==> config.mk <==
export PLATFORM = sky130hd
export DESIGN_NAME = riscv_next_strategy_random_mc_flat
export DESIGN_NICKNAME = d
export VERILOG_FILES = /design/src/rtl/riscv_next_strategy_pkg.sv /design/src/rtl/riscv_next_strategy_from_pm_intf.sv /design/src/rtl/riscv_next_strategy_random_mc_rng.sv /design/src/rtl/riscv_next_strategy_random_mc.sv /design/src/flat_wrapper.sv
export SDC_FILE = /design/constraint.sdc
export NUM_CORES = 2
export LEC_CHECK = 0
export CAP_MARGIN = 30
export CELL_PAD_IN_SITES_DETAIL_PLACEMENT = 1
export CELL_PAD_IN_SITES_GLOBAL_PLACEMENT = 1
export CORE_ASPECT_RATIO = 0.75
export CORE_MARGIN = 2
export CORE_UTILIZATION = 51
export CTS_CLUSTER_SIZE = 14
export DETAILED_ROUTE_END_ITERATION = 10
export HOLD_SLACK_MARGIN = 0.05
export MAX_ROUTING_LAYER = met4
export PLACE_DENSITY_LB_ADDON = 0.1
export SYNTH_ARGS = -nofsm -noshare
export SYNTH_HDL_FRONTEND = slang
export SYNTH_SLANG_ARGS = --single-unit
==> constraint.sdc <==
create_clock -name clk -period 17.3 [get_ports clk]
set_input_delay 2.595 -clock clk [delete_from_list [all_inputs] [get_ports clk]]
set_output_delay 2.595 -clock clk [all_outputs]
set_load 0.005 [all_outputs]
==> src/rtl/riscv_next_strategy_pkg.sv <==
// Shared constants, direction-mode enum and generator helpers for the
// random jump-predictor strategy.
package riscv_next_strategy_pkg;

  localparam logic [31:0] INIT_STATE = 32'd2463534242;
  localparam logic [31:0] MULTIPLIER = 32'd3084775641;
  localparam logic [31:0] GOLDEN     = 32'h9E3779B9;

  typedef enum logic [1:0] {
    MODE_OFF = 2'd0,
    MODE_ANY = 2'd1,
    MODE_FWD = 2'd2,
    MODE_BWD = 2'd3
  } next_mode_e;

  // One xorshift32 step (13, 17, 5).
  function automatic logic [31:0] xorshift32(input logic [31:0] x);
    logic [31:0] y;
    y = x;
    y = y ^ (y << 13);
    y = y ^ (y >> 17);
    y = y ^ (y << 5);
    return y;
  endfunction

  // Per-channel seed; an all-zero state would lock xorshift, so it is replaced.
  function automatic logic [31:0] channel_seed(input logic [31:0] base,
                                               input logic [31:0] index);
    logic [31:0] s;
    s = base ^ (index * GOLDEN);
    return (s == 32'd0) ? INIT_STATE : s;
  endfunction

endpackage

==> src/rtl/riscv_next_strategy_from_pm_intf.sv <==
// Program-memory fetch path <-> next-PC strategy interface.
//   i_pm_pc       : current fetch PC (driven by fetch)
//   o_inject      : strategy requests a jump injection
//   o_inject_addr : injected target address
interface riscv_next_strategy_from_pm_intf #(
  parameter int unsigned ADDR_WIDTH = 64
);
  logic [ADDR_WIDTH-1:0] i_pm_pc;
  logic                  o_inject;
  logic [ADDR_WIDTH-1:0] o_inject_addr;

  modport strategy (input i_pm_pc, output o_inject, output o_inject_addr);
  modport pm       (output i_pm_pc, input o_inject, input o_inject_addr);
endinterface

==> src/rtl/riscv_next_strategy_random_mc_rng.sv <==
// One xorshift32 generator channel with seed load, step enable and a
// multiplicative scrambler on the output.
//   clk, nreset : clock, synchronous active-low reset
//   load, seed  : load channel_seed(seed, INDEX) into the state
//   step        : advance the state by one xorshift32 step
//   r           : upper 32 bits of state * MULTIPLIER
module rng_xorshift32_ch
  import riscv_next_strategy_pkg::*;
#(
  parameter int unsigned INDEX = 0
) (
  input  logic        clk,
  input  logic        nreset,
  input  logic        load,
  input  logic [31:0] seed,
  input  logic        step,
  output logic [31:0] r
);

  logic [31:0] state;

  always_ff @(posedge clk) begin
    if (!nreset) begin
      state <= INIT_STATE;
    end else if (load) begin
      state <= channel_seed(seed, 32'(INDEX));
    end else if (step) begin
      state <= xorshift32(state);
    end
  end

  assign r = 32'((64'(state) * 64'(MULTIPLIER)) >> 32);

endmodule

==> src/rtl/riscv_next_strategy_random_mc.sv <==
// Multi-channel random jump-predictor strategy: interleaved xorshift
// generators propose PC-relative inject targets, gated by a runtime rate,
// direction mode and cooldown, with a saturating inject counter.
//   clk, nreset      : clock, synchronous active-low reset
//   enable           : block enable
//   i_stall          : freezes all state
//   i_cfg_*          : one-cycle config load (seed, rate, mode, cooldown)
//   o_inject_cnt     : saturating count of consumed injects
//   intf             : i_pm_pc in, o_inject / o_inject_addr out (combinational)
module riscv_next_strategy_random_mc
  import riscv_next_strategy_pkg::*;
#(
  parameter int unsigned ADDR_WIDTH = 64,
  parameter int unsigned OFFSET     = 5,
  parameter int unsigned CHANNELS   = 2,
  parameter int unsigned RATE_BITS  = 4,
  parameter int unsigned CD_BITS    = 4
) (
  input  logic                 clk,
  input  logic                 nreset,
  input  logic                 enable,
  input  logic                 i_stall,
  input  logic                 i_cfg_we,
  input  logic [31:0]          i_cfg_seed,
  input  logic [RATE_BITS-1:0] i_cfg_rate,
  input  logic [1:0]           i_cfg_mode,
  input  logic [CD_BITS-1:0]   i_cfg_cooldown,
  output logic [15:0]          o_inject_cnt,
  riscv_next_strategy_from_pm_intf.strategy intf
);

  localparam int unsigned PTR_W = (CHANNELS > 1) ? $clog2(CHANNELS) : 1;

  logic [ADDR_WIDTH-1:0] last_pc;
  logic [PTR_W-1:0]      ptr;
  next_mode_e            mode;
  logic [RATE_BITS-1:0]  rate;
  logic [CD_BITS-1:0]    cd_cfg;
  logic [CD_BITS-1:0]    cd_cnt;
  logic [15:0]           inject_cnt;

  logic                  cfg_load;
  logic                  adv;
  logic [31:0]           ch_r [CHANNELS];
  logic [31:0]           r_sel;
  logic [OFFSET-1:0]     f;
  logic                  inject;
  logic [ADDR_WIDTH-1:0] inject_addr;
  logic                  unused_r_bits;

  // Config is frozen by stall like everything else; it wins over a new PC.
  assign cfg_load = i_cfg_we && !i_stall;
  assign adv      = enable && !i_stall && !i_cfg_we && (intf.i_pm_pc != last_pc);

  // Generator channels; only the pointed-to channel steps on a new PC.
  for (genvar g = 0; g < CHANNELS; g++) begin : g_ch
    rng_xorshift32_ch #(.INDEX(g)) u_ch (
      .clk    (clk),
      .nreset (nreset),
      .load   (cfg_load),
      .seed   (i_cfg_seed),
      .step   (adv && (ptr == PTR_W'(g))),
      .r      (ch_r[g])
    );
  end

  // Selected channel output.
  always_comb begin
    r_sel = '0;
    for (int k = 0; k < CHANNELS; k++) begin
      if (ptr == PTR_W'(k)) r_sel = ch_r[k];
    end
  end

  assign unused_r_bits = ^r_sel;

  // Offset field with the direction bit forced by mode.
  always_comb begin
    f = r_sel[OFFSET-1:0];
    if (mode == MODE_FWD) f[OFFSET-1] = 1'b0;
    if (mode == MODE_BWD) f[OFFSET-1] = 1'b1;
  end

  // Offsets 0 and +1 word would just re-fetch the sequential path.
  assign inject = (mode != MODE_OFF) && enable && nreset &&
                  (f > OFFSET'(1)) &&
                  (r_sel[31 -: RATE_BITS] < rate) &&
                  (cd_cnt == '0);

  assign inject_addr = nreset
                     ? (intf.i_pm_pc + ADDR_WIDTH'($signed({f, 2'b00})))
                     : '0;

  assign intf.o_inject      = inject;
  assign intf.o_inject_addr = inject_addr;
  assign o_inject_cnt       = inject_cnt;

  // Config, PC tracking, channel pointer, cooldown and statistics.
  always_ff @(posedge clk) begin
    if (!nreset) begin
      last_pc    <= '0;
      ptr        <= '0;
      mode       <= MODE_OFF;
      rate       <= '0;
      cd_cfg     <= '0;
      cd_cnt     <= '0;
      inject_cnt <= '0;
    end else if (cfg_load) begin
      mode   <= next_mode_e'(i_cfg_mode);
      rate   <= i_cfg_rate;
      cd_cfg <= i_cfg_cooldown;
      cd_cnt <= '0;
      ptr    <= '0;
    end else if (adv) begin
      last_pc <= intf.i_pm_pc;
      ptr     <= (ptr == PTR_W'(CHANNELS - 1)) ? '0 : ptr + PTR_W'(1);
      if (inject) begin
        cd_cnt <= cd_cfg;
      end else if (cd_cnt != '0) begin
        cd_cnt <= cd_cnt - CD_BITS'(1);
      end
      if (inject && (inject_cnt != 16'hFFFF)) begin
        inject_cnt <= inject_cnt + 16'd1;
      end
    end
  end

endmodule
==> src/flat_wrapper.sv <==
// flat-port wrapper written by rule: the top's interface ports become plain ports
module riscv_next_strategy_random_mc_flat import riscv_next_strategy_pkg::*;
#(
  parameter int unsigned ADDR_WIDTH = 64,
  parameter int unsigned OFFSET     = 5,
  parameter int unsigned CHANNELS   = 2,
  parameter int unsigned RATE_BITS  = 4,
  parameter int unsigned CD_BITS    = 4
)
  (clk, nreset, enable, i_stall, i_cfg_we, i_cfg_seed, i_cfg_rate, i_cfg_mode, i_cfg_cooldown, o_inject_cnt, intf_i_pm_pc, intf_o_inject, intf_o_inject_addr);
  riscv_next_strategy_from_pm_intf #(.ADDR_WIDTH(ADDR_WIDTH)) intf_i ();
  input  logic clk;
  input  logic nreset;
  input  logic enable;
  input  logic i_stall;
  input  logic i_cfg_we;
  input  logic [31:0] i_cfg_seed;
  input  logic [RATE_BITS-1:0] i_cfg_rate;
  input  logic [1:0] i_cfg_mode;
  input  logic [CD_BITS-1:0] i_cfg_cooldown;
  output logic [15:0] o_inject_cnt;
  input wire logic [$bits(intf_i.i_pm_pc)-1:0] intf_i_pm_pc;
  output wire logic [$bits(intf_i.o_inject)-1:0] intf_o_inject;
  output wire logic [$bits(intf_i.o_inject_addr)-1:0] intf_o_inject_addr;
  assign intf_i.i_pm_pc = intf_i_pm_pc;
  assign intf_o_inject = intf_i.o_inject;
  assign intf_o_inject_addr = intf_i.o_inject_addr;
  riscv_next_strategy_random_mc #(.ADDR_WIDTH(ADDR_WIDTH), .OFFSET(OFFSET), .CHANNELS(CHANNELS), .RATE_BITS(RATE_BITS), .CD_BITS(CD_BITS)) u_core (.clk(clk), .nreset(nreset), .enable(enable), .i_stall(i_stall), .i_cfg_we(i_cfg_we), .i_cfg_seed(i_cfg_seed), .i_cfg_rate(i_cfg_rate), .i_cfg_mode(i_cfg_mode), .i_cfg_cooldown(i_cfg_cooldown), .o_inject_cnt(o_inject_cnt), .intf(intf_i));
endmodule
==> impl_metrics.env <==
export IMPL_status="completed"
export IMPL_portBuffers=191
export IMPL_cts_tree="built"
export IMPL_viasPerCell=5.59
export IMPL_cpPeakStageDelay_ps=880
export IMPL_dpl_cell_count=6218
export IMPL_vias=35067
export IMPL_hold_depth=2
export IMPL_grt_pass1_wl_um=249000
export IMPL_syn_nets=6682
export IMPL_cts_root_buf="clkbuf_16"
export IMPL_cts_resized=0
export IMPL_clock_latency_ps=510
export IMPL_die_h_um=269
export IMPL_fin_crit_ps=16130
export IMPL_antenna_found_initial=18
export IMPL_synth_edf_count=0
export IMPL_hpwlAfterDp_um=150000
export IMPL_setup_tns_ps=0
export IMPL_maxSlewHeadroom_pct=23.9
export IMPL_avgSynthCellArea_um2=9.86
export IMPL_worst_pin_slew_ps=1130
export IMPL_ys_seq_area_share_pct=6.68
export IMPL_reg2reg_from="u_core.g_ch[1].u_ch.state[17]$_SDFFE_PN1P_"
export IMPL_clk_pin_slew_ps=80
export IMPL_initial_core_util_pct=51.3
export IMPL_first_global_vias=37636
export IMPL_clkSinkCount=159
export IMPL_async_reset_ff_share_pct=0
export IMPL_syn_inst=4837
export IMPL_grt_max_degree=78
export IMPL_synth_cell_types=74
export IMPL_grt_setup_unrepaired="no"
export IMPL_syn_to_final_growth_pct=8.65
export IMPL_core_area_mm2=0.0930
export IMPL_netlist_area_mm2=0.0477
export IMPL_drtIter0Drc=2998
export IMPL_post_cts_buffers=0
export IMPL_ys_ff_latch=159
export IMPL_min_period_over_period_pct=93.2
export IMPL_required_ps=14700
export IMPL_detail_route_antenna_nets=0
export IMPL_totalWireLength_um=167000
export IMPL_gp_congestion=1.03
export IMPL_num_rows=97
export IMPL_worstSetupPathType="reg2out"
export IMPL_drive_gt1_share_pct=2.01
export IMPL_final_cells=6273
export IMPL_regToRegEndpoint="u_core.cd_cnt[3]$_SDFFE_PP0P_"
export IMPL_cts_made_buffers=17
export IMPL_worstSetupStartpointType="flip-flop"
export IMPL_r2r_slack_ps=6120
export IMPL_clock_path_buffers=2
export IMPL_drt_first_pass_iters=6
export IMPL_postCtsHoldBufs=0
export IMPL_cpMostUsedCell="fa_1"
export IMPL_hold_viol=0
export IMPL_wl_per_cell_um=26.6
export IMPL_grt_ovfl_total=0
export IMPL_endpoint_kind="output port"
export IMPL_fp_dieArea_mm2=0.0960
export IMPL_placed_area_mm2=0.0511
export IMPL_hold_start="u_core.cd_cfg[2]$_SDFFE_PN0P_"
export IMPL_nNetsFinal=6847
export IMPL_setup_violations=0
export IMPL_worst_r2r_cell_count=37
export IMPL_ys_warnings_count=0
export IMPL_fmax_mhz=62.0
export IMPL_drv_slew=0
export IMPL_crit_slowest_cell="and2_2"
export IMPL_synth_flop_cell="dfxtp_1"
export IMPL_worstPathArrival_ps=13530
export IMPL_drc_errors=0
export IMPL_hold_path_class="reg2reg"
export IMPL_htreeDepth=4
export IMPL_min_to="u_core.cd_cfg[2]$_SDFFE_PN0P_"
export IMPL_io_pins=192
export IMPL_cap_violations=0
export IMPL_clock_skew_ps=17.4
export IMPL_cp_max_fo=42
export IMPL_die_w_um=357
export IMPL_design_area_mm2=0.0518
export IMPL_grt_usage_pct=37.3
export IMPL_holdWs_ps=459
[metal layers]
metal  routed length (um)  vias to the layer above  GRT usage, %
li1                     -                    15413             -
met1                79800                    18239          56.5
met2                65500                     1328          48.7
met3                20200                       87          13.1
met4                 1670                        0          4.09
met5                    0                        -             -
[worst max-delay path by stage]
stage / start / to / slack [ps] / depth (start not counted)
after global placement: u_core.g_ch[0].u_ch.state[10]$_SDFFE_PN1P_ / intf_o_inject_addr[60] / 2200 / 34
after detailed placement: u_core.g_ch[0].u_ch.state[10]$_SDFFE_PN1P_ / intf_o_inject_addr[60] / 1980 / 34
after global routing: u_core.g_ch[0].u_ch.state[12]$_SDFFE_PN0P_ / intf_o_inject_addr[57] / 760 / 34
final: u_core.g_ch[0].u_ch.state[12]$_SDFFE_PN0P_ / intf_o_inject_addr[60] / 1170 / 34
after CTS: u_core.g_ch[0].u_ch.state[10]$_SDFFE_PN1P_ / intf_o_inject_addr[60] / 1390 / 34
after floorplan: u_core.g_ch[1].u_ch.state[17]$_SDFFE_PN1P_ / intf_o_inject_addr[57] / 4110 / 36
[layout by cell type (no fill, tap or decap), drive strengths merged, types with 11 or more instances in the layout]
cell type	instances
fa	1030
nand2	171
nor2	213
o21a	28
nor2b	11
buf	38
dfxtp	159
o31ai	14
or3	18
nand3	52
a21oi	165
clkbuf	18
xor2	60
nor3	40
a21o	58
o21ai	85
o21bai	17
ha	704
nand4	47
and2	15
o22ai	14
xnor2	218
a31oi	12
o211ai	29
a211oi	29
nand2b	18
inv	1333
clkdlybuf4s50	190
nor4	23
mux2i	86
diode	21
[Yosys cell counts (all sizes together) (10+ instances only)]
cell type / number / area [um2]
a21oi: 165 / 833
buf: 12 / 60.1
nor3: 40 / 200
o21ai: 85 / 429
o21a: 28 / 210
xnor2: 218 / 1910
a211oi: 29 / 238
nor4: 23 / 156
nor2: 213 / 800
a21o: 58 / 435
a31oi: 12 / 75.1
and2: 15 / 93.8
nand4: 47 / 294
o211ai: 29 / 223
ha: 704 / 8810
dfxtp: 159 / 3180
inv: 1327 / 4980
o31ai: 14 / 105
or3: 18 / 113
nand2: 171 / 642
and3: 10 / 62.6
nand2b: 18 / 113
clkbuf: 70 / 264
mux2i: 86 / 861
a221oi: 10 / 87.6
xor2: 60 / 526
o21bai: 17 / 128
o22ai: 14 / 93.8
nand3: 52 / 260
fa: 1030 / 20600
nor2b: 11 / 68.8
[cell type report]
| cell class | count | area [um2] |
|---|---|---|
| repair buffers | 228 | 2230 |
| diodes | 21 | 52.6 |
| well taps | 1237 | 1550 |
| clock inverters | 14 | 145 |
| fillers | 10469 | 41200 |
| flip-flops and latches | 159 | 3180 |
| inverters | 1327 | 4990 |
| clock buffers | 18 | 439 |
| multi-input cells | 3269 | 39200 |
[through the flow]
step	utilization (%)	worst slack, ps
CTS	55.6	1390
global placement	54.9	2200
global route	55.7	756
floorplan	-	4110
detailed placement	55.0	1980
finish	55.7	1170
[cell families (layout without fill, tap and decap cells)]
group | after synthesis | in the layout | share of synthesized area (%)
compound gates | 523 | 523 | 7.19
xor+xnor | 278 | 278 | 5.11
fa+ha+maj | 1734 | 1734 | 61.7
buf+inv | 1409 | 1587 | 11.1
flops | 159 | 159 | 6.68
mux | 87 | 87 | 1.83
other cells | 0 | 21 | 0
simple gates | 647 | 647 | 6.36
[flip-flops by register name (all words and copies together), names as in the netlist]
| register | cells |
|---|---|
| u_core.mode | 2 |
| u_core.ptr | 1 |
| u_core.cd_cnt | 4 |
| u_core.g_ch.u_ch.state | 64 |
| u_core.o_inject_cnt | 16 |
| u_core.last_pc | 64 |
| u_core.rate | 4 |
| u_core.cd_cfg | 4 |
[worst max-delay path: cells and delay by family, from the launching register on]
kind	cells	cell delay, ps
adders and majority gates	10	4940
DFF	1	720
muxes	2	650
and+or+nand+nor	7	2160
AOI/OAI and AO/OA	10	3330
buffers and inverters	5	1150
Power is not shown: default switching activity piles up to over one toggle a cycle in this logic, so the estimate is an artifact.
